<file path="src/rtl/lfsr_pulse_emitter_pkg.sv">
// Shared encodings and default sizes for the lighthouse LFSR emitter and
// the receive-side blocks that reuse the same LFSR step.
package lfsr_pulse_emitter_pkg;

  typedef enum logic [1:0] {
    IDLE   = 2'd0,
    LOAD   = 2'd1,
    EMIT   = 2'd2,
    FINISH = 2'd3
  } emit_state_t;

  localparam int DEF_TICKS_PER_BIT = 16;
  localparam int DEF_LFSR_WIDTH    = 17;
  localparam int TS_WIDTH          = 24;

  function automatic logic lfsr_parity(
    input logic [DEF_LFSR_WIDTH-1:0] v
  );
    return ^v;
  endfunction

endpackage

</file>
<file path="src/rtl/lfsr_pulse_emitter_lfsr_step.sv">
// One Fibonacci LFSR step: output chip is parity of the tapped bits,
// which is shifted in at the bottom. Shared with the receive-side finders.
module lfsr_step #(
  parameter int WIDTH = 17
) (
  input  logic [WIDTH-1:0] state,
  input  logic [WIDTH-1:0] polynomial,
  output logic             chip,
  output logic [WIDTH-1:0] next_state
);

  assign chip       = ^(state & polynomial);
  assign next_state = {state[WIDTH-2:0], chip};

endmodule

</file>
<file path="src/rtl/lfsr_pulse_emitter.sv">
// BMC-encoded LFSR burst emitter. Define LFSR_EMITTER_TS_EN to capture
// sys_ts at the first bit-cell edge on ts_start; otherwise ts_start is 0.
module lfsr_pulse_emitter
  import lfsr_pulse_emitter_pkg::*;
#(
  parameter int TICKS_PER_BIT = DEF_TICKS_PER_BIT,
  parameter int LFSR_WIDTH    = DEF_LFSR_WIDTH
) (
  input  logic                  clk_96MHz,
  input  logic                  reset_n,
  input  logic                  start,
  input  logic [LFSR_WIDTH-1:0] polynomial,
  input  logic [LFSR_WIDTH-1:0] seed,
  input  logic [LFSR_WIDTH-1:0] pulse_length,
  input  logic [TS_WIDTH-1:0]   sys_ts,
  output logic                  bmc_out,
  output logic                  busy,
  output logic                  done,
  output logic                  error,
  output logic [LFSR_WIDTH-1:0] lfsr_state,
  output logic [TS_WIDTH-1:0]   ts_start
);

  localparam int TW =
    (TICKS_PER_BIT > 1) ? $clog2(TICKS_PER_BIT) : 1;
  localparam logic [TW-1:0] TICK_ONE  = TW'(1);
  localparam logic [TW-1:0] TICK_LAST = TW'(TICKS_PER_BIT - 1);
  localparam logic [TW-1:0] TICK_PRE  = TW'(TICKS_PER_BIT / 2 - 1);
  localparam logic [LFSR_WIDTH-1:0] CNT_ONE = LFSR_WIDTH'(1);

  emit_state_t           state_q;
  logic [LFSR_WIDTH-1:0] poly_q;
  logic [LFSR_WIDTH-1:0] cnt_q;
  logic [TW-1:0]         tick_q;
  logic                  chip;
  logic [LFSR_WIDTH-1:0] next_state;
  logic                  load_ok;

  lfsr_step #(
    .WIDTH(LFSR_WIDTH)
  ) u_step (
    .state     (lfsr_state),
    .polynomial(poly_q),
    .chip      (chip),
    .next_state(next_state)
  );

  // All-zero taps, seed or length cannot produce a meaningful burst.
  assign load_ok = (poly_q != '0)
                && (lfsr_state != '0)
                && (cnt_q != '0);

  always_ff @(posedge clk_96MHz or negedge reset_n) begin
    if (!reset_n) begin
      state_q    <= IDLE;
      poly_q     <= '0;
      cnt_q      <= '0;
      tick_q     <= '0;
      lfsr_state <= '0;
      bmc_out    <= 1'b0;
      busy       <= 1'b0;
      done       <= 1'b0;
      error      <= 1'b0;
    end else begin
      done  <= 1'b0;
      error <= 1'b0;
      unique case (state_q)
        IDLE: begin
          if (start) begin
            poly_q     <= polynomial;
            lfsr_state <= seed;
            cnt_q      <= pulse_length;
            state_q    <= LOAD;
          end
        end
        LOAD: begin
          if (!load_ok) begin
            error   <= 1'b1;
            state_q <= IDLE;
          end else begin
            state_q <= EMIT;
            busy    <= 1'b1;
            bmc_out <= ~bmc_out;
            tick_q  <= '0;
          end
        end
        EMIT: begin
          if (tick_q == TICK_LAST) begin
            lfsr_state <= next_state;
            cnt_q      <= cnt_q - CNT_ONE;
            tick_q     <= '0;
            if (cnt_q == CNT_ONE) begin
              state_q <= FINISH;
              bmc_out <= 1'b0;
              busy    <= 1'b0;
              done    <= 1'b1;
            end else begin
              bmc_out <= ~bmc_out;
            end
          end else begin
            tick_q <= tick_q + TICK_ONE;
            // Mid-cell transition encodes a one.
            if (chip && tick_q == TICK_PRE) begin
              bmc_out <= ~bmc_out;
            end
          end
        end
        FINISH: begin
          state_q <= IDLE;
        end
      endcase
    end
  end

`ifdef LFSR_EMITTER_TS_EN
  logic [TS_WIDTH-1:0] ts_q;

  always_ff @(posedge clk_96MHz or negedge reset_n) begin
    if (!reset_n) begin
      ts_q <= '0;
    end else if (state_q == LOAD && load_ok) begin
      ts_q <= sys_ts;
    end
  end

  assign ts_start = ts_q;
`else
  logic unused_ts;

  assign unused_ts = ^sys_ts;
  assign ts_start  = '0;
`endif

endmodule

</file>
<file path="config.mk">
export PLATFORM = sky130hd
export DESIGN_NAME = lfsr_pulse_emitter
export DESIGN_NICKNAME = d
export VERILOG_FILES = /design/src/rtl/lfsr_pulse_emitter_pkg.sv /design/src/rtl/lfsr_pulse_emitter_lfsr_step.sv /design/src/rtl/lfsr_pulse_emitter.sv
export SDC_FILE = /design/constraint.sdc
export NUM_CORES = 1
export LEC_CHECK = 0
export ABC_AREA = 1
export BUFFER_PORTS_ARGS = -buffer_cell sky130_fd_sc_hd__buf_2
export CAP_MARGIN = 20
export CORE_AREA = 2 2 115 117
export CTS_CLUSTER_SIZE = 25
export DETAILED_ROUTE_END_ITERATION = 12
export DIE_AREA = 0 0 117 119
export GPL_TIMING_DRIVEN = 1
export PLACE_DENSITY = 0.49
export SLEW_MARGIN = 20
export SYNTH_ARGS = -nofsm -noshare
export SYNTH_HDL_FRONTEND = slang
export SYNTH_SLANG_ARGS = --single-unit
</file>
<file path="constraint.sdc">
create_clock -name clk_96MHz -period 2.95 [get_ports clk_96MHz]
set_input_delay 0.4425 -clock clk_96MHz [delete_from_list [all_inputs] [get_ports clk_96MHz]]
set_output_delay 0.4425 -clock clk_96MHz [all_outputs]
set_load 0.01 [all_outputs]
</file>
==> impl_metrics.yaml <==
sta:
  tightest_slew_ps: 818.1
  layout_setup_ws_ps: 881.5
  holdWs_ps: 210.7
  hold_violations: 0
  period_needed_ps: 2068
  setup_viol: 0
  fmax_mhz: 483.5
  slew_headroom_pct: 45.46
  clock-skew-final_ps: 9.126
  fin_crit_sh_pct: 70.12
  rsz0062_at_grt: "no"
  finalSetupTns_ps: 0
  report.final.slew_viol_count: 0
global_route:
  antenna_found_initial: 0
  grt_max_degree: 52
  grtUsageTotal_pct: 13.74
  grt_pass1_vias: 3055
  grt_overflow_total: 0
  grt_first_pass_wirelength_microns: 14750
yosys:
  synth_flop_cell: "dfrtp_1"
  async_flop_share_pct: 100.0
  syn-cell-area_sq_um: 3714
  avgSynthCellArea_sq_um: 8.038
  synth_compound_area_share_pct: 12.40
  synthSimpleGateAreaFrac_pct: 24.19
  yosys.area_share.adder_pct: 1.348
  synth.distinct_cells: 40
  syn_inst: 462
  synth_edf_count: 0
  yosysTopAreaCellShare_pct: 41.11
  synthTopCellsByArea: "dfrtp_1 (41%), nand2_1 (11%), buf_4 (5.3%)"
  yosys.area_share.xor_xnor_pct: 4.481
  ys_warn_count: 0
  synth.area.mux_share_pct: 5.425
  synth_top_family_by_area: "simple AND/OR/NAND/NOR gates"
  seq_area_frac_synth_pct: 41.11
  ys_ff_latch: 61
  synth.largest_area_cell: "dfrtp_1"
detailed_routing:
  drt_first_pass_iters: 5
  drt_iter0_markers: 119
  wl_microns: 9221
  wire_per_inst_microns: 12.81
  drcViolationCount: 0
  num_vias: 3197
  viasPerCell: 4.440
  final_antenna_net_count: 0
floorplanning:
  io_pins: 123
  die_w_microns: 117
  rows: 42
  initial_core_util_pct: 28.84
  core_region_area_sq_um: 12870
  die_h_microns: 119
  die-area_sq_um: 13920
finish:
  fillCellCount: 1350
  final_cell_mix: "nand2_1 (112), buf_2 (74), dfrtp_1 (61), nor2_1 (50), inv_1 (34)"
  fin_cells: 720
  drive_above_1_share_pct: 26.29
  antenna_cells: 0
  syn_to_final_growth_pct: 20.49
  layout_commonest_cell: "nand2_1"
  nNetsFinal: 621
power:
  powerDensity_nw_per_um2: 1096
  peakVddDrop_mv: 0.4808
  power_w: 0.004903
  p_leak_nw: 2.172
clock_network:
  clk_latency_ps: 330
  cts.sinks: 61
  cts_resized: 0
  tritoncts: "yes"
  path_clk_slew_ps: 60
  cts_hold_buf: 0
  clock_path_buffers: 2
  cts_inserted_buffers: 9
  cts_root_buf: "clkbuf_16"
  cts_setup_buffers: 0
  ctsHtreeMaxLevel: 3
setup_path:
  critPathMaxStageDelay_ps: 520
  critPathTopFamily: "compound AO/OA/AOI/OAI gates"
  crit_chain: "ha_1 -> nand2_1 -> nor2_1 -> inv_1 -> o21ai_4 -> inv_2 -> a21oi_1 -> a2bb2oi_1"
  reg2regPathDepth: 8
  cp-start-kind: "flip-flop"
  critical_path_required_ps: 3200
  critPathKind: "reg2reg"
  rr_endpoint: "cnt_q[4]$_DFFE_PN0P_"
  cp_num_buf_inv: 2
  crit_arrival_ps: 2320
  crit_fanout: 26
  reg2reg_from: "tick_q[0]$_DFFE_PN0P_"
  critPathCaptureType: "flip-flop"
  r2r_slack_ps: 880
  crit_slowest_cell: "o21ai_4"
flow_run:
  drv_cap: 0
outcome:
  status: "finished clean"
hold_path:
  hold_class: "in2async"
placement:
  gp_congestion: 0.7494
  placedCellCount: 704
  post-place-ws_ps: 840.8
  hpwl_microns: 6788
  port_buffers: 74
stage by stage:
stage / util, % / area [sq um]
after floorplan: - / 3800
after global placement: 32.58 / 4195
after detailed placement: 32.58 / 4195
after CTS: 34.75 / 4474
after global routing: 34.75 / 4474
final: 34.75 / 4474
worst max path at each step:
stage                          startpoint                    end  slack (ps)  cells past startpoint
finish              tick_q[0]$_DFFE_PN0P_   cnt_q[4]$_DFFE_PN0P_         880                      8
global route        tick_q[0]$_DFFE_PN0P_  cnt_q[11]$_DFFE_PN0P_         610                      9
CTS                 tick_q[0]$_DFFE_PN0P_   cnt_q[4]$_DFFE_PN0P_         830                      8
detailed placement  tick_q[0]$_DFFE_PN0P_   cnt_q[4]$_DFFE_PN0P_         840                      8
global placement    tick_q[0]$_DFFE_PN0P_  cnt_q[11]$_DFFE_PN0P_         900                      9
floorplan            cnt_q[0]$_DFFE_PN0P_  cnt_q[16]$_DFFE_PN0P_        1470                      7
Yosys cell counts (5+ instances only):
library cell	n
a21oi_1	9
a31oi_1	7
buf_2	6
buf_4	26
dfrtp_1	61
inv_1	34
inv_2	7
mux2_2	17
nand2_1	112
nand3_1	13
nor2_1	50
nor2_4	6
nor3_1	5
o211ai_1	10
o21ai_0	27
o21ai_1	13
xnor2_1	7
xor2_1	12
where the power goes:
part / switching [W] / internal (W)
combinational: 0.00139 / 0.000901
sequential: 0.000396 / 0.00123
clock: 0.000394 / 0.000591
total: 0.00218 / 0.00272
worst reg2reg max path: cells and delay by family (launching register included):
kind | cells | cell delay (ps)
AOI/OAI and AO/OA | 3 | 890
buffers and inverters | 2 | 390
DFF | 1 | 380
adders and majority gates | 1 | 180
and+or+nand+nor | 2 | 150
cell families (layout without fill, tap and decap cells):
group | after synthesis | count (layout)
adder cells (fa/ha/maj) | 4 | 4
flip-flops | 61 | 61
multiplexers | 18 | 18
AO/OA/AOI/OAI | 77 | 77
buffers and inverters | 80 | 139
other | 1 | 24
XOR/XNOR | 19 | 19
AND/OR/NAND/NOR | 202 | 202
routing by layer:
| layer | vias up | wire (microns) | track usage [%] |
|---|---|---|---|
| met3 | 13 | 462 | 3.410 |
| met1 | 1482 | 4178 | 17.06 |
| met5 | - | 0 | 0 |
| met4 | 0 | 169 | 4.632 |
| met2 | 87 | 4411 | 23.09 |
| li1 | 1615 | - | - |
registers in the layout, summed over array words and instances (netlist names), named ones only:
signal,flops
bmc_out,1
busy,1
cnt_q,17
done,1
error,1
lfsr_state,17
poly_q,17
state_q,1
tick_q,4
final cells by class:
cell class,count,area (sq um),area share (%)
well taps,176,220.2,4.922
multi-input cells,344,1867,41.72
clock inverters,5,36.28,0.8110
flip-flops and latches,61,1526,34.12
repair buffers,81,422.9,9.452
inverters,42,158.9,3.551
clock buffers,11,242.7,5.425
Note: power is estimated with default switching activity, not from simulation.
